$ cat src/rtl/uart_pkg.sv
// Shared definitions for the UART echo buffer: runtime modes, TX FSM states
// and the ASCII constants used by the uppercase transform.
package uart_pkg;

    typedef enum logic [1:0] {
        MODE_ECHO  = 2'd0,
        MODE_UPPER = 2'd1,
        MODE_LINE  = 2'd2,
        MODE_MUTE  = 2'd3
    } mode_e;

    typedef enum logic [1:0] {
        IDLE  = 2'd0,
        START = 2'd1,
        WAIT  = 2'd2
    } tx_state_e;

    localparam logic [7:0] ASCII_LOWER_A     = 8'h61;
    localparam logic [7:0] ASCII_LOWER_Z     = 8'h7A;
    localparam logic [7:0] ASCII_CASE_OFFSET = 8'h20;

endpackage

$ cat src/rtl/uart_echo_buffer_if.sv
// Handshake bundle between UART_RX / UART_TX and the echo buffer.
// The slave modport is the echo buffer's view; master is the UART side.
interface uart_echo_buffer_if #(parameter int DATA_W = 8);

    logic              rx_finish;
    logic              rx_error;
    logic [DATA_W-1:0] rx_data;
    logic              tx_finish;
    logic              tx_start;
    logic [DATA_W-1:0] tx_data;

    modport master (
        output rx_finish, rx_error, rx_data, tx_finish,
        input  tx_start, tx_data
    );

    modport slave (
        input  rx_finish, rx_error, rx_data, tx_finish,
        output tx_start, tx_data
    );

endinterface

$ cat src/rtl/uart_sync_fifo.sv
// Single-clock FIFO with first-word-fall-through read data.
// Simultaneous read and write are both honoured; DEPTH must be a power of two.
module uart_sync_fifo #(
    parameter int DATA_W = 8,
    parameter int DEPTH  = 16
) (
    input  logic                     sys_clk,
    input  logic                     rst_n,
    input  logic                     wr_en,
    input  logic [DATA_W-1:0]        wr_data,
    input  logic                     rd_en,
    output logic [DATA_W-1:0]        rd_data,
    output logic                     full,
    output logic                     empty,
    output logic [$clog2(DEPTH):0]   count
);

    localparam int AW = $clog2(DEPTH);
    localparam int CW = AW + 1;

    logic [DATA_W-1:0] mem [DEPTH];
    logic [AW-1:0]     wr_ptr;
    logic [AW-1:0]     rd_ptr;
    logic              do_wr;
    logic              do_rd;

    assign do_wr   = wr_en && !full;
    assign do_rd   = rd_en && !empty;
    assign full    = (count == CW'(DEPTH));
    assign empty   = (count == '0);
    assign rd_data = mem[rd_ptr];

    always_ff @(posedge sys_clk or negedge rst_n) begin
        if (!rst_n) begin
            wr_ptr <= '0;
            rd_ptr <= '0;
            count  <= '0;
        end else begin
            if (do_wr) wr_ptr <= wr_ptr + 1'b1;
            if (do_rd) rd_ptr <= rd_ptr + 1'b1;
            case ({do_wr, do_rd})
                2'b10:   count <= count + 1'b1;
                2'b01:   count <= count - 1'b1;
                default: count <= count;
            endcase
        end
    end

    // Storage has no reset; only the pointers define what is valid.
    always_ff @(posedge sys_clk) begin
        if (do_wr) mem[wr_ptr] <= wr_data;
    end

endmodule

$ cat src/rtl/uart_echo_buffer.sv
// FIFO-buffered RX-to-TX echo with echo/uppercase/line/mute modes.
// Optional error counter output enabled by defining UART_ECHO_ERRCNT_EN.
module uart_echo_buffer
    import uart_pkg::*;
#(
    parameter int               DATA_W     = 8,
    parameter int               DEPTH      = 16,
    parameter int               START_HOLD = 1736,
    parameter logic [DATA_W-1:0] CR_CODE   = 8'h0D
) (
    input  logic                   sys_clk,
    input  logic                   rst_n,
    input  logic [1:0]             mode,
    uart_echo_buffer_if.slave      uart,
    output logic [$clog2(DEPTH):0] fifo_count,
    output logic                   overflow,
    output logic                   busy
`ifdef UART_ECHO_ERRCNT_EN
    ,
    output logic [15:0]            err_count
`endif
);

    localparam int CW = $clog2(DEPTH) + 1;
    localparam int HW = $clog2(START_HOLD + 1);

    logic [2:0]        rx_sync;
    logic [2:0]        tx_sync;
    logic              rx_evt;
    logic              tx_evt;
    logic [DATA_W-1:0] rx_byte;
    logic              accept;
    logic              wr_en;
    logic              ovf_drop;
    logic              pop;
    logic              full;
    logic              empty;
    logic [DATA_W-1:0] head;
    logic [CW-1:0]     pending_lines;
    logic              release_ok;

    tx_state_e         state, state_next;
    logic [HW-1:0]     hold_cnt, hold_next;
    logic              start_q, start_next;
    logic [DATA_W-1:0] data_q, data_next;
    logic              seen_q, seen_next;

    // Bits [1:0] are the two-flop synchroniser, bit [2] remembers the previous level.
    always_ff @(posedge sys_clk or negedge rst_n) begin
        if (!rst_n) begin
            rx_sync <= '0;
            tx_sync <= '0;
        end else begin
            rx_sync <= {rx_sync[1:0], uart.rx_finish};
            tx_sync <= {tx_sync[1:0], uart.tx_finish};
        end
    end

    assign rx_evt = rx_sync[1] && !rx_sync[2];
    assign tx_evt = tx_sync[1] && !tx_sync[2];

    always_comb begin
        rx_byte = uart.rx_data;
        if (mode == MODE_UPPER && DATA_W == 8 &&
            uart.rx_data >= DATA_W'(ASCII_LOWER_A) &&
            uart.rx_data <= DATA_W'(ASCII_LOWER_Z))
            rx_byte = uart.rx_data - DATA_W'(ASCII_CASE_OFFSET);
    end

    assign accept   = rx_evt && !uart.rx_error && (mode != MODE_MUTE);
    assign wr_en    = accept && !full;
    assign ovf_drop = accept && full;

    uart_sync_fifo #(
        .DATA_W (DATA_W),
        .DEPTH  (DEPTH)
    ) u_fifo (
        .sys_clk (sys_clk),
        .rst_n   (rst_n),
        .wr_en   (wr_en),
        .wr_data (rx_byte),
        .rd_en   (pop),
        .rd_data (head),
        .full    (full),
        .empty   (empty),
        .count   (fifo_count)
    );

    always_ff @(posedge sys_clk or negedge rst_n) begin
        if (!rst_n) begin
            overflow      <= 1'b0;
            pending_lines <= '0;
        end else begin
            if (ovf_drop) overflow <= 1'b1;
            case ({wr_en && (rx_byte == CR_CODE), pop && (head == CR_CODE)})
                2'b10:   pending_lines <= pending_lines + 1'b1;
                2'b01:   pending_lines <= pending_lines - 1'b1;
                default: pending_lines <= pending_lines;
            endcase
        end
    end

    // A full FIFO also releases in line mode, otherwise a line longer than DEPTH would deadlock.
    assign release_ok = !empty && ((mode != MODE_LINE) || (pending_lines != '0) || full);

    always_ff @(posedge sys_clk or negedge rst_n) begin
        if (!rst_n) begin
            state    <= IDLE;
            hold_cnt <= '0;
            start_q  <= 1'b0;
            data_q   <= '0;
            seen_q   <= 1'b0;
        end else begin
            state    <= state_next;
            hold_cnt <= hold_next;
            start_q  <= start_next;
            data_q   <= data_next;
            seen_q   <= seen_next;
        end
    end

    always_comb begin
        state_next = state;
        hold_next  = hold_cnt;
        start_next = start_q;
        data_next  = data_q;
        seen_next  = seen_q;
        pop        = 1'b0;
        case (state)
            IDLE: begin
                if (release_ok) begin
                    pop        = 1'b1;
                    data_next  = head;
                    start_next = 1'b1;
                    hold_next  = HW'(START_HOLD - 1);
                    seen_next  = 1'b0;
                    state_next = START;
                end
            end
            START: begin
                // A fast TX may finish before the start pulse ends; remember it.
                if (tx_evt) seen_next = 1'b1;
                if (hold_cnt == '0) begin
                    start_next = 1'b0;
                    state_next = (seen_q || tx_evt) ? IDLE : WAIT;
                end else begin
                    hold_next = hold_cnt - 1'b1;
                end
            end
            WAIT: begin
                if (tx_evt) state_next = IDLE;
            end
            default: state_next = IDLE;
        endcase
    end

    assign uart.tx_start = start_q;
    assign uart.tx_data  = data_q;
    assign busy          = !empty || (state != IDLE);

`ifdef UART_ECHO_ERRCNT_EN
    logic err_inc;
    assign err_inc = (rx_evt && uart.rx_error) || ovf_drop;

    always_ff @(posedge sys_clk or negedge rst_n) begin
        if (!rst_n)
            err_count <= '0;
        else if (err_inc && err_count != 16'hFFFF)
            err_count <= err_count + 16'd1;
    end
`else
`endif

endmodule

$ cat src/flat_wrapper.sv
// flat-port wrapper written by rule: the top's interface ports become plain ports
module uart_echo_buffer_flat import uart_pkg::*;
#(
    parameter int               DATA_W     = 8,
    parameter int               DEPTH      = 16,
    parameter int               START_HOLD = 1736,
    parameter logic [DATA_W-1:0] CR_CODE   = 8'h0D
)
  (sys_clk, rst_n, mode, fifo_count, overflow, busy, uart_rx_finish, uart_rx_error, uart_rx_data, uart_tx_finish, uart_tx_start, uart_tx_data);
  uart_echo_buffer_if #(.DATA_W(DATA_W)) uart_i ();
  input  logic sys_clk;
  input  logic rst_n;
  input  logic [1:0] mode;
  output logic [$clog2(DEPTH):0] fifo_count;
  output logic overflow;
  output logic busy;
  input wire logic [$bits(uart_i.rx_finish)-1:0] uart_rx_finish;
  input wire logic [$bits(uart_i.rx_error)-1:0] uart_rx_error;
  input wire logic [$bits(uart_i.rx_data)-1:0] uart_rx_data;
  input wire logic [$bits(uart_i.tx_finish)-1:0] uart_tx_finish;
  output wire logic [$bits(uart_i.tx_start)-1:0] uart_tx_start;
  output wire logic [$bits(uart_i.tx_data)-1:0] uart_tx_data;
  assign uart_i.rx_finish = uart_rx_finish;
  assign uart_i.rx_error = uart_rx_error;
  assign uart_i.rx_data = uart_rx_data;
  assign uart_i.tx_finish = uart_tx_finish;
  assign uart_tx_start = uart_i.tx_start;
  assign uart_tx_data = uart_i.tx_data;
  uart_echo_buffer #(.DATA_W(DATA_W), .DEPTH(DEPTH), .START_HOLD(START_HOLD), .CR_CODE(CR_CODE)) u_core (.sys_clk(sys_clk), .rst_n(rst_n), .mode(mode), .uart(uart_i), .fifo_count(fifo_count), .overflow(overflow), .busy(busy));
endmodule
$ cat config.mk
export PLATFORM = sky130hd
export DESIGN_NAME = uart_echo_buffer_flat
export DESIGN_NICKNAME = d
export VERILOG_FILES = /design/src/rtl/uart_pkg.sv /design/src/rtl/uart_echo_buffer_if.sv /design/src/rtl/uart_sync_fifo.sv /design/src/rtl/uart_echo_buffer.sv /design/src/flat_wrapper.sv
export SDC_FILE = /design/constraint.sdc
export NUM_CORES = 1
export LEC_CHECK = 0
export ABC_CLOCK_PERIOD_IN_PS = 4800
export BUFFER_PORTS_ARGS = -buffer_cell sky130_fd_sc_hd__buf_2
export CAP_MARGIN = 10
export CORE_MARGIN = 1.5
export CORE_UTILIZATION = 45
export CTS_BUF_LIST = sky130_fd_sc_hd__clkbuf_4 sky130_fd_sc_hd__clkbuf_8
export DETAILED_ROUTE_END_ITERATION = 10
export PLACE_DENSITY_LB_ADDON = 0.1
export SETUP_SLACK_MARGIN = 0.4
export SYNTH_ARGS = -nofsm -noshare
export SYNTH_HDL_FRONTEND = slang
export SYNTH_SLANG_ARGS = --single-unit
export TNS_END_PERCENT = 5
$ cat constraint.sdc
create_clock -name sys_clk -period 4.8 [get_ports sys_clk]
set_input_delay 0.48 -clock sys_clk [delete_from_list [all_inputs] [get_ports sys_clk]]
set_output_delay 0.48 -clock sys_clk [all_outputs]
set_load 0.02 [all_outputs]
==> out/qor.txt, run 1 <==
OUTCOME
----------------------------------------------------------------------------------------------------
Run status                                                                              finished, final reports clean

STA
----------------------------------------------------------------------------------------------------
Worst slew pin tran                                                                          1187 ps
RSZ-0062 raised after global routing                                                              no
Final Hold Fails                                                                                   0
Final slew viol count                                                                              0
Total of endpoints with negative setup slack in the final report                                   0
Setup slack of the critical path after layout                                               869.1 ps
Shortest clock period the worst path allows after layout                                     3931 ps
Highest Clock Rate                                                                         254.4 MHz
Period utilization                                                                            0.8189
Remaining max-slew budget at the tightest pin                                                 0.2057
Post-Route Skew                                                                             8.439 ps
Total negative setup slack                                                                      0 ps

CLOCK NETWORK
----------------------------------------------------------------------------------------------------
Buffer cell driving the clock tree root                                                 sky130_fd_sc_hd__clkbuf_8
Clock Latency Late Sink                                                                       450 ps
TritonCTS clock tree                                                                           built
Clock-pin slew reported for the worst setup and hold paths after clock tree synthesis          90 ps
CTS buffer count                                                                                  17
Number of buffers between clock root and the deepest sink                                          2
Post-CTS setup-driven buffer insertion count                                                       0
H-tree depth                                                                                       4
Number of clock sinks                                                                            176
Gates resized, CTS repair                                                                          0

WORST SETUP PATH
----------------------------------------------------------------------------------------------------
Worst reg2reg setup slack                                                                     870 ps
Type of destination of the critical path                                                   flip-flop
Required @ worst endpoint                                                                    5180 ps
Highest net fanout along the worst path                                                           31
Delay-heaviest family, CP                                                               simple AND/OR/NAND/NOR gates
Slowest cell on the critical path                                                       sky130_fd_sc_hd__mux4_1
Worst path buffer plus inverter count                                                              2
Arrival @ worst endpoint                                                                     4310 ps
Capture point of the worst reg-to-reg path                                              u_core.pending_lines[4]
Longest individual stage delay on the worst path                                              600 ps
CP cell instances                                                                       buf_12 > mux4_1 > a22oi_2 > nand3_1 > or4_1 > nor4_2 > ha_1 > inv_1 > fa_1 > nor2b_1 > o21ai_0 > and3_1 > nor3_1 > xor2_1
R2r worst-path depth                                                                              14
RR Startpoint                                                                           u_core.u_fifo.rd_ptr[0]
Startpoint class of the critical path                                                      flip-flop
Setup CP Type                                                                           flip-flop to flip-flop

DRT
----------------------------------------------------------------------------------------------------
Remaining antenna violation count after routing                                                    0
Detailed-route wire length per cell                                                         21.33 um
Remaining design rule violation count                                                              0
Detailed Route Iter0 Violations                                                                  403
Vias post-DR                                                                                    4088
Number of detailed-routing iterations run before antenna repair                                    5
Total Wirelength                                                                            15960 um
Via/cell ratio                                                                                 5.465

LOGIC SYNTHESIS
----------------------------------------------------------------------------------------------------
Post-Synthesis Cell Area                                                                    7401 um2
Share of flip-flops with an asynchronous set or reset                                         0.2727
Compound-Gate Fraction of Synth Area                                                         0.04024
Post-Synthesis Cells                                                                             471
Adder-cell share of the synthesized area                                                     0.03077
Yosys warnings                                                                                     0
Share of the yosys chip area belonging to registers                                           0.6817
Area share of and/or/nand/nor cells after synthesis                                          0.08707
Number of enable flip-flop cells after synthesis                                                 128
Distinct cell type count after synthesis                                                          46
Dominant combinational cell family by area after synthesis                              multiplexers
Mux contribution to synthesized area                                                          0.1146
Post-Synth XOR/XNOR Area                                                                     0.02485
Most used flip-flop cell after synthesis                                                sky130_fd_sc_hd__edfxtp_1
Seq cells post-synth                                                                             176
Synthesized area divided by synthesized cell count                                         15.71 um2
Post-synthesis net count                                                                         503

LAYOUT
----------------------------------------------------------------------------------------------------
Filler instances                                                                                1372
Fraction of final layout cells sized beyond drive strength 1                                  0.2011
Diodes inserted                                                                                    0
Highest-count cells in the layout ignoring fill and taps                                sky130_fd_sc_hd__edfxtp_1, sky130_fd_sc_hd__dfrtp_1, sky130_fd_sc_hd__nand2_1
Area Overhead vs Synth                                                                        11.97%
Net count, final                                                                                 551
Total area of multi-input combinational cells                                               2222 um2
End-of-flow core utilization                                                                  0.5179
Final cell count without fillers                                                                 748
Storage element area                                                                        5045 um2
Leading cell type in the layout, fill and taps excluded                                 sky130_fd_sc_hd__edfxtp_1

GLOBAL ROUTING
----------------------------------------------------------------------------------------------------
Total GRT Usage                                                                               0.1969
Maximum number of pins on one net before global-route repair                                      49
Overflow after GRT                                                                                 0
Vias in the first global route                                                                  4111
Antenna violations before repair                                                                   0
Global-route wire length before repair                                                      24740 um

FLOORPLANNING
----------------------------------------------------------------------------------------------------
Die span in y                                                                               131.2 um
Horizontal die dimension                                                                    131.2 um
Die area                                                                                   17230 um2
Starting density of the core                                                                  0.4625
Ports                                                                                             31
Core area                                                                                  16000 um2
Site row count                                                                                    46

PLACED DESIGN
----------------------------------------------------------------------------------------------------
PortBufs                                                                                          30
Pre-CTS setup slack                                                                         779.2 ps
Gp weighted congestion                                                                        0.8267
Number of placed instances with taps included                                                    714
Post-DP HPWL                                                                                10360 um

MIN PATH
----------------------------------------------------------------------------------------------------
Worst-case hold path end point                                                          u_core.rx_sync[0]
Hold path start                                                                         uart_rx_finish
Worst hold stages                                                                                  1
Class of the worst hold path                                                            input pin to flip-flop

POWER
----------------------------------------------------------------------------------------------------
P_leak                                                                                      2.989 nW
Power per standard cell area                                                            521.0 nW/um2
VDD IR max                                                                                  282.6 uV

FLOW RUN
----------------------------------------------------------------------------------------------------
MaxCap Viol Count                                                                                  0

-- how the worst max path moves through the flow --
stage | from | endpoint | slack (ps) | cells after the start
detailed placement | uart_rx_data[4] | u_core.pending_lines[4] | 780 | 14
floorplan | u_core.u_fifo.rd_ptr[0] | u_core.pending_lines[4] | 1210 | 15
global route | u_core.u_fifo.rd_ptr[0] | u_core.pending_lines[4] | 630 | 14
global placement | uart_rx_data[4] | u_core.pending_lines[4] | 800 | 13
finish | u_core.u_fifo.rd_ptr[0] | u_core.pending_lines[4] | 870 | 14
CTS | u_core.u_fifo.rd_ptr[2] | u_core.pending_lines[4] | 850 | 13
-- routing by layer --
layer,part of all wire,GRT usage,up-vias
met2,0.45,0.2928,116
met1,0.48,0.2892,2080
met4,0.0055,0.04744,0
met3,0.059,0.05478,8
li1,-,-,1884
met5,0,0,-
-- metrics by stage --
step	cell area (um2)	hold WS (ps)	total power [mW]
after global routing	8287	97.06	4.565
after global placement	7873	332.5	3.344
after CTS	8257	90.88	4.358
after floorplan	7401	184.4	2.948
after detailed placement	7873	334.7	3.367
final	8287	124.4	4.317
-- report_power, final --
part           internal [mW]  switching, mW
clock                  0.465          0.529
combinational          0.608          0.753
sequential              1.79          0.176
total                   2.86           1.46
-- Yosys cell counts, types with 3 or more instances --
master                     number  area (um2)
sky130_fd_sc_hd__xnor2_1        9       78.83
sky130_fd_sc_hd__mux4_2        23       518.0
sky130_fd_sc_hd__nor4_1         4       25.02
sky130_fd_sc_hd__nor2_1        28       105.1
sky130_fd_sc_hd__nor3_1        12       60.06
sky130_fd_sc_hd__nand3_1       10       50.05
sky130_fd_sc_hd__nand4_1        4       25.02
sky130_fd_sc_hd__nand3b_1       3       22.52
sky130_fd_sc_hd__buf_1          4       15.01
sky130_fd_sc_hd__nand2_1       43       161.4
sky130_fd_sc_hd__dfrtp_1       48        1201
sky130_fd_sc_hd__nand2b_1       3       18.77
sky130_fd_sc_hd__clkbuf_1       7       26.28
sky130_fd_sc_hd__or4_1          5       37.54
sky130_fd_sc_hd__a22oi_1        3       22.52
sky130_fd_sc_hd__o21ai_0       18       90.09
sky130_fd_sc_hd__a21o_1         3       22.52
sky130_fd_sc_hd__edfxtp_1     128        3844
sky130_fd_sc_hd__ha_1          15       187.7
sky130_fd_sc_hd__a21oi_1       12       60.06
sky130_fd_sc_hd__inv_1         19       71.32
sky130_fd_sc_hd__mux2i_1        6       60.06
sky130_fd_sc_hd__nor2b_1        9       56.30
sky130_fd_sc_hd__mux2_2         3       33.78
sky130_fd_sc_hd__mux4_1         9       236.5
sky130_fd_sc_hd__xor2_1        12       105.1
sky130_fd_sc_hd__buf_2          3       15.01
sky130_fd_sc_hd__and3_1         4       25.02
-- layout make-up --
class / instances / area share
clock buffers: 18 / 0.02914
clock inverters: 14 / 0.01721
inverters: 20 / 0.009059
multi-input cells: 259 / 0.2682
flip-flops and latches: 176 / 0.6088
well taps: 216 / 0.03261
repair buffers: 45 / 0.03503
-- worst reg2reg max path: cells and delay by family (launching register included) --
family	cells	cell delay, ps
AND/OR/NAND/NOR	6	1440
adder cells (fa/ha/maj)	2	700
multiplexers	1	630
flip-flops	1	380
buffers and inverters	2	340
AO/OA/AOI/OAI	2	230
XOR/XNOR	1	150
-- logic make-up (layout without fill, tap and decap cells) --
| kind of cell | Yosys count | in the layout |
|---|---|---|
| AOI/OAI and AO/OA | 48 | 48 |
| xor gates and xnor gates | 21 | 21 |
| DFF | 176 | 176 |
| and+or+nand+nor | 132 | 132 |
| adders and majority gates | 17 | 17 |
| buffers and inverters | 36 | 97 |
| muxes | 41 | 41 |
-- registers in the layout (all words and copies together), names as in the netlist, 2 cells and up --
register,count
u_core.uart.tx_data,8
u_core.u_fifo.mem,128
u_core.hold_cnt,11
u_core.pending_lines,5
u_core.rx_sync,3
u_core.u_fifo.rd_ptr,4
u_core.u_fifo.wr_ptr,4
u_core.state,2
u_core.u_fifo.count,5
u_core.tx_sync,3
-- what timing repair did --
action | CTS | global route
endpoints found under the setup margin | 0 | 0
hold buffers | 0 | 1
endpoints found under the hold margin | 0 | 4
No activity file was read; power rests on OpenSTA's default activity.
==> run 2, diff against run 1 <==
--- a/config.mk
+++ b/config.mk
@@ -5,7 +5,8 @@
 export SDC_FILE = /design/constraint.sdc
 export NUM_CORES = 1
 export LEC_CHECK = 0
-export ABC_CLOCK_PERIOD_IN_PS = 4800
+export ABC_AREA = 1
+export ABC_CLOCK_PERIOD_IN_PS = 3550
 export BUFFER_PORTS_ARGS = -buffer_cell sky130_fd_sc_hd__buf_2
 export CAP_MARGIN = 10
 export CORE_MARGIN = 1.5
==> constraint.sdc (replaced) <==
create_clock -name sys_clk -period 3.55 [get_ports sys_clk]
set_input_delay 0.355 -clock sys_clk [delete_from_list [all_inputs] [get_ports sys_clk]]
set_output_delay 0.355 -clock sys_clk [all_outputs]
set_load 0.02 [all_outputs]
==> out/qor.txt, run 2 <==
WORST SETUP PATH
----------------------------------------------------------------------------------------------------
RR Startpoint                                                                           u_core.u_fifo.rd_ptr[0]
Type of destination of the critical path                                                   flip-flop
CP cell instances                                                                       buf_12 > buf_16 > nor2_2 > nor2_1 > o21ai_1 > nand3_1 > nand3_2 > nand2_4 > nor2_4 > nand3_2 > nor2_4 > ha_4 > inv_2 > fa_2 > inv_2 > a21oi_2 > nor2_1 > nor2_1 > nor2_1 > nor2_2 > xor2_1
Highest net fanout along the worst path                                                           18
Required @ worst endpoint                                                                    3910 ps
Setup CP Type                                                                           flip-flop to flip-flop
Slowest cell on the critical path                                                       sky130_fd_sc_hd__dfrtp_2
Startpoint class of the critical path                                                      flip-flop
Capture point of the worst reg-to-reg path                                              u_core.pending_lines[4]
Arrival @ worst endpoint                                                                     3370 ps
Most repeated library cell on the critical path                                         sky130_fd_sc_hd__nor2_1
Worst reg2reg setup slack                                                                     540 ps
Longest individual stage delay on the worst path                                              530 ps
R2r worst-path depth                                                                              21

MIN PATH
----------------------------------------------------------------------------------------------------
Hold path start                                                                         uart_rx_error
Worst hold stages                                                                                  4
Class of the worst hold path                                                            input pin to flip-flop
Worst-case hold path end point                                                          u_core.overflow

STA
----------------------------------------------------------------------------------------------------
Total of endpoints with negative setup slack in the final report                                   0
Highest Clock Rate                                                                         332.3 MHz
Final Hold Fails                                                                                   0
Final slew viol count                                                                              0
Post-Route Skew                                                                             19.32 ps
Shortest clock period the worst path allows after layout                                     3009 ps
Final hold slack                                                                            284.7 ps
Remaining max-slew budget at the tightest pin                                                 0.3154
RSZ-0062 raised after global routing                                                             yes
Period utilization                                                                            0.8477
Worst slew pin tran                                                                          1023 ps
Total negative setup slack                                                                      0 ps

LAYOUT
----------------------------------------------------------------------------------------------------
Area Overhead vs Synth                                                                        12.16%
Max reg flops                                                                                    128
Register bank with the most flops                                                       u_core.u_fifo.mem
Highest-count cells in the layout ignoring fill and taps                                sky130_fd_sc_hd__nand2_1, sky130_fd_sc_hd__edfxtp_1, sky130_fd_sc_hd__inv_1
Net count, final                                                                                 872
Filler instances                                                                                1548
Leading cell type in the layout, fill and taps excluded                                 sky130_fd_sc_hd__nand2_1
Fraction of final layout cells sized beyond drive strength 1                                  0.1712
Diodes inserted                                                                                    0

DRT
----------------------------------------------------------------------------------------------------
Remaining antenna violation count after routing                                                    0
Highest routing layer actually used                                                             met4
Routed met1 length                                                                           9179 um
Wire length on met2                                                                          9073 um
Detailed-route wire length per cell                                                         18.22 um
Number of detailed-routing iterations run before antenna repair                                    5
Remaining design rule violation count                                                              0
Total Wirelength                                                                            19640 um
Via/cell ratio                                                                                 5.240
Sum of met3 wire segment lengths after detailed routing                                       938 um
Vias post-DR                                                                                    5649
Detailed Route Iter0 Violations                                                                  456

LOGIC SYNTHESIS
----------------------------------------------------------------------------------------------------
Leading cell types by total area after synthesis                                        sky130_fd_sc_hd__edfxtp_1, sky130_fd_sc_hd__dfrtp_1, sky130_fd_sc_hd__nand2_1
Number of enable flip-flop cells after synthesis                                                 128
Distinct cell type count after synthesis                                                          44
Share of the yosys chip area belonging to registers                                           0.6198
Fraction of synthesized cell area taken by the top area cell type                             0.4723
Cell type contributing the most total cell area after synthesis                         sky130_fd_sc_hd__edfxtp_1
Dominant cell by count in the synthesized netlist                                       sky130_fd_sc_hd__nand2_1
Post-Synthesis Cell Area                                                                    8139 um2
Post-synthesis net count                                                                         828
Post-Synthesis Cells                                                                             796
Yosys warnings                                                                                     0
Seq cells post-synth                                                                             176
Share of flip-flops with an asynchronous set or reset                                         0.2727
Commonest cells post-synth                                                              sky130_fd_sc_hd__nand2_1, sky130_fd_sc_hd__edfxtp_1, sky130_fd_sc_hd__inv_1, sky130_fd_sc_hd__nor2_1, sky130_fd_sc_hd__nand3_1
Most used flip-flop cell after synthesis                                                sky130_fd_sc_hd__edfxtp_1
Synthesized area divided by synthesized cell count                                         10.22 um2

GLOBAL ROUTING
----------------------------------------------------------------------------------------------------
Total GRT Usage                                                                               0.2159
Maximum number of pins on one net before global-route repair                                      62
Overflow after GRT                                                                                 0
Antenna violations before repair                                                                   0
Vias in the first global route                                                                  5354
Global-route wire length before repair                                                      29390 um

FLOORPLANNING
----------------------------------------------------------------------------------------------------
Site row count                                                                                    48
Horizontal die dimension                                                                    137.5 um
Die span in y                                                                               137.5 um
Starting density of the core                                                                  0.4657
Ports                                                                                             31
Core area                                                                                  17480 um2
Die area                                                                                   18900 um2

FLOW RUN
----------------------------------------------------------------------------------------------------
MaxCap Viol Count                                                                                  0

POWER
----------------------------------------------------------------------------------------------------
Part of the power in the clock network                                                         0.335
Tot Pwr                                                                                     4.079 mW
Total internal power                                                                        3.012 mW
Switching power                                                                             1.067 mW
P_leak                                                                                      3.904 nW
Proportion of total power due to net switching                                                0.2615
VDD IR max                                                                                  233.6 uV
Comb power frac                                                                                0.088
Portion of total power attributed to sequential cells                                          0.576
Power per standard cell area                                                            446.8 nW/um2

PLACED DESIGN
----------------------------------------------------------------------------------------------------
Post-DP HPWL                                                                                11500 um
PortBufs                                                                                          30
Gp weighted congestion                                                                        0.8623

CLOCK NETWORK
----------------------------------------------------------------------------------------------------
Number of buffers between clock root and the deepest sink                                          2
CTS buffer count                                                                                  17
Buffer cell driving the clock tree root                                                 sky130_fd_sc_hd__clkbuf_8
Clock Latency Late Sink                                                                       460 ps
Clock-pin slew reported for the worst setup and hold paths after clock tree synthesis         100 ps
Number of clock sinks                                                                            176
H-tree depth                                                                                       4
TritonCTS clock tree                                                                           built

OUTCOME
----------------------------------------------------------------------------------------------------
Run status                                                                              finished, final reports clean

==> run 2: cell families after synthesis <==
group	synth area share
and+or+nand+nor	0.2094
xor gates and xnor gates	0.01506
AOI/OAI and AO/OA	0.04750
adders and majority gates	0.02798
buffers and inverters	0.08025
DFF	0.6198
==> run 2: layer usage <==
| metal | vias to the layer above | global-route usage |
|---|---|---|
| met2 | 138 | 0.3383 |
| li1 | 2696 | - |
| met4 | 0 | 0.08713 |
| met3 | 36 | 0.03826 |
| met5 | - | 0 |
| met1 | 2779 | 0.2985 |
==> run 2: worst max-delay path, delay by kind of cell (launching register included) <==
| kind | cells | cell delay [ps] |
|---|---|---|
| AOI/OAI and AO/OA | 2 | 140 |
| buffers and inverters | 4 | 470 |
| adders and majority gates | 2 | 500 |
| DFF | 1 | 530 |
| and+or+nand+nor | 12 | 1170 |
| xor gates and xnor gates | 1 | 130 |
==> run 2: final cells by class <==
class,count,area [um2],share of cell area
Clock buffer,21,276.5,0.03029
Clock inverter,11,105.1,0.01151
Inverter,104,417.9,0.04578
Multi-Input combinational cell,487,2554,0.2797
Sequential cell,176,5046,0.5528
Tap cell,225,281.5,0.03084
Timing Repair Buffer,53,439.2,0.04811
Timing Repair inverter,1,8.758,0.0009594
==> run 2: repair_timing <==
item	4_1_cts	5_1_grt
setup endpoints to repair	1	1
setup buffers	2	3
resized for setup	7	34
hold buffers	3	0
pin swaps	0	16
gates cloned	1	5
endpoints found under the hold margin	30	0
==> run 2: how the worst max path moves through the flow <==
stage / start / to / slack (ps) / cells after the start
4_1_cts: u_core.u_fifo.rd_ptr[0] / u_core.pending_lines[4] / 400 / 22
3_5_place_dp: u_core.u_fifo.rd_ptr[0] / u_core.pending_lines[4] / 240 / 20
3_3_place_gp: u_core.u_fifo.rd_ptr[0] / u_core.pending_lines[4] / 280 / 20
2_1_floorplan: u_core.u_fifo.count[1] / u_core.pending_lines[4] / 880 / 20
5_1_grt: u_core.u_fifo.rd_ptr[0] / u_core.pending_lines[4] / 350 / 23
6_report: u_core.u_fifo.rd_ptr[0] / u_core.pending_lines[4] / 540 / 21
==> run 2: power by group through the flow <==
| stage | Sequential, mW | Combinational [mW] | Clock [mW] |
|---|---|---|---|
| after floorplan | 2.42 | 0.195 | 0 |
| after global placement | 2.39 | 0.344 | 0 |
| after detailed placement | 2.40 | 0.356 | 0 |
| after CTS | 2.35 | 0.359 | 1.39 |
| after global routing | 2.36 | 0.418 | 1.47 |
| final | 2.35 | 0.359 | 1.37 |
==> run 2: metrics by stage <==
step,util,std cells,cell area [um2],setup slack [ps]
final,0.5223,1078,9129,540.5
after floorplan,-,796,8139,883.0
after global placement,0.4809,1032,8404,280.0
after CTS,0.5087,1070,8890,403.1
after detailed placement,0.4809,1032,8404,242.3
after global routing,0.5223,1078,9129,352.9
==> run 3, diff against run 2 <==
--- a/config.mk
+++ b/config.mk
@@ -5,8 +5,8 @@
 export SDC_FILE = /design/constraint.sdc
 export NUM_CORES = 1
 export LEC_CHECK = 0
-export ABC_AREA = 1
-export ABC_CLOCK_PERIOD_IN_PS = 3550
+export ABC_AREA = 0
+export ABC_CLOCK_PERIOD_IN_PS = 2500
 export BUFFER_PORTS_ARGS = -buffer_cell sky130_fd_sc_hd__buf_2
 export CAP_MARGIN = 10
 export CORE_MARGIN = 1.5
==> constraint.sdc (replaced) <==
create_clock -name sys_clk -period 2.5 [get_ports sys_clk]
set_input_delay 0.25 -clock sys_clk [delete_from_list [all_inputs] [get_ports sys_clk]]
set_output_delay 0.25 -clock sys_clk [all_outputs]
set_load 0.02 [all_outputs]
==> out/qor.txt, run 3 (same netlist as run 1, synthesis figures left out) <==
PLACED DESIGN
----------------------------------------------------------------------------------------------------
Gp weighted congestion                                                                        0.7735
Pre-CTS setup slack                                                                         -1155 ps
Post-DP HPWL                                                                                11340 um
PortBufs                                                                                          30

OUTCOME
----------------------------------------------------------------------------------------------------
Run status                                                                              complete, but fails checks
Violations in the final reports                                                         setup timing

WORST SETUP PATH
----------------------------------------------------------------------------------------------------
Setup CP Type                                                                           flip-flop to flip-flop
Required @ worst endpoint                                                                    2900 ps
Type of destination of the critical path                                                   flip-flop
Startpoint class of the critical path                                                      flip-flop
Highest net fanout along the worst path                                                            5
Arrival @ worst endpoint                                                                     3910 ps

DRT
----------------------------------------------------------------------------------------------------
Vias post-DR                                                                                    4380
Detailed-route wire length per cell                                                         19.92 um
Number of detailed-routing iterations run before antenna repair                                    5
Detailed Route Iter0 Violations                                                                  313
Via/cell ratio                                                                                 5.208
Remaining design rule violation count                                                              0
Total Wirelength                                                                            16750 um
Remaining antenna violation count after routing                                                    0

LAYOUT
----------------------------------------------------------------------------------------------------
Diodes inserted                                                                                    0
Highest-count cells in the layout ignoring fill and taps                                sky130_fd_sc_hd__edfxtp_1, sky130_fd_sc_hd__buf_4, sky130_fd_sc_hd__dfrtp_1
Leading cell type in the layout, fill and taps excluded                                 sky130_fd_sc_hd__edfxtp_1
Fraction of final layout cells sized beyond drive strength 1                                  0.3920
Register bank with the most flops                                                       u_core.u_fifo.mem
Area Overhead vs Synth                                                                        27.27%
Max reg flops                                                                                    128
Net count, final                                                                                 644

STA
----------------------------------------------------------------------------------------------------
Setup slack of the critical path after layout                                               -1014 ps
Final slew viol count                                                                              0
Remaining max-slew budget at the tightest pin                                                 0.3891
Total negative setup slack                                                                  -4167 ps
Period utilization                                                                             1.406
Final hold slack                                                                            89.01 ps
RSZ-0062 raised after global routing                                                             yes
Post-Route Skew                                                                             18.27 ps
Total of endpoints with negative setup slack in the final report                                   7
Highest Clock Rate                                                                         284.6 MHz
Final Hold Fails                                                                                   0
Shortest clock period the worst path allows after layout                                     3514 ps
Worst slew pin tran                                                                         916.3 ps

CLOCK NETWORK
----------------------------------------------------------------------------------------------------
TritonCTS clock tree                                                                           built
H-tree depth                                                                                       4
Clock-pin slew reported for the worst setup and hold paths after clock tree synthesis         100 ps
Number of clock sinks                                                                            176
Buffer cell driving the clock tree root                                                 sky130_fd_sc_hd__clkbuf_8
Number of buffers between clock root and the deepest sink                                          2
Clock Latency Late Sink                                                                       470 ps
CTS buffer count                                                                                  17

FLOORPLANNING
----------------------------------------------------------------------------------------------------
Die span in y                                                                               131.2 um
Horizontal die dimension                                                                    131.2 um
Starting density of the core                                                                  0.4625
Ports                                                                                             31
Die area                                                                                   17230 um2
Core area                                                                                  16000 um2
Site row count                                                                                    46

POWER
----------------------------------------------------------------------------------------------------
P_leak                                                                                      3.584 nW
Tot Pwr                                                                                     9.716 mW
VDD IR max                                                                                  494.4 uV
Power per standard cell area                                                             1032 nW/um2

GLOBAL ROUTING
----------------------------------------------------------------------------------------------------
Vias in the first global route                                                                  4693
Maximum number of pins on one net before global-route repair                                      38
Antenna violations before repair                                                                   0
Global-route wire length before repair                                                      26330 um
Overflow after GRT                                                                                 0
Total GRT Usage                                                                               0.2069

MIN PATH
----------------------------------------------------------------------------------------------------
Class of the worst hold path                                                            input pin to flip-flop

FLOW RUN
----------------------------------------------------------------------------------------------------
MaxCap Viol Count                                                                                  0

## run 3: what timing repair did
action,in CTS,in global routing
buffers inserted,11,1
hold buffers,3,0
pin swaps,11,8
setup endpoints to repair,145,60
gates cloned,1,0
endpoints found under the hold margin,38,0
gates resized for setup,69,17
## run 3: routing by layer
| layer | GRT usage | part of all wire | vias up |
|---|---|---|---|
| met1 | 0.2653 | 0.42 | 2196 |
| met2 | 0.3566 | 0.51 | 107 |
| li1 | - | - | 2067 |
| met5 | 0 | 0 | - |
| met4 | 0.05743 | 0.012 | 0 |
| met3 | 0.04437 | 0.060 | 10 |
## run 3: critical path, stage by stage, from the launching register on
cell                       delay [ps]
sky130_fd_sc_hd__dfrtp_2          460
sky130_fd_sc_hd__buf_12           150
sky130_fd_sc_hd__buf_8            110
sky130_fd_sc_hd__mux4_2           490
sky130_fd_sc_hd__mux4_2           490
sky130_fd_sc_hd__o21bai_4         200
sky130_fd_sc_hd__nor4_4           300
sky130_fd_sc_hd__ha_4             190
sky130_fd_sc_hd__inv_2             50
sky130_fd_sc_hd__fa_2             350
sky130_fd_sc_hd__nor2b_1          130
sky130_fd_sc_hd__o21ai_1           80
sky130_fd_sc_hd__and3_1           190
sky130_fd_sc_hd__nor3_2           120
sky130_fd_sc_hd__xor2_1           150
## run 3: path summary, 6_finish.rpt
kind,from,end,slack [ps],cells past startpoint
max reg2reg,u_core.u_fifo.rd_ptr[0],u_core.pending_lines[4],-1010,14
min,uart_rx_data[1],u_core.u_fifo.mem[10][1],90,1
min reg2reg,u_core.tx_sync[0],u_core.tx_sync[1],360,0
max in group asynchronous,rst_n,u_core.hold_cnt[6],1320,3
min in group asynchronous,rst_n,u_core.pending_lines[0],450,2
max,u_core.u_fifo.rd_ptr[0],u_core.pending_lines[4],-1010,14
## run 3: area by class of cell
cell class | count | area (um2)
repair buffers | 138 | 1109
well taps | 216 | 270.3
clock inverters | 15 | 197.7
fillers | 1280 | 6581
multi-input cells | 259 | 2484
clock buffers | 17 | 234.0
inverters | 20 | 76.32
flip-flops and latches | 176 | 5049
## run 3: through the flow
step | cells | cell area, um2 | utilization
floorplan | 471 | 7420 | -
global placement | 793 | 8487 | 0.5304
detailed placement | 793 | 8487 | 0.5304
CTS | 840 | 9320 | 0.5825
global route | 841 | 9419 | 0.5887
finish | 841 | 9419 | 0.5887
## run 3: report_power, final
part | leakage [nW] | switching, mW | internal, mW
sequential | 1.73 | 0.255 | 3.43
clock | 0.212 | 1.13 | 0.936
combinational | 1.64 | 1.90 | 2.06
total | 3.58 | 3.29 | 6.43
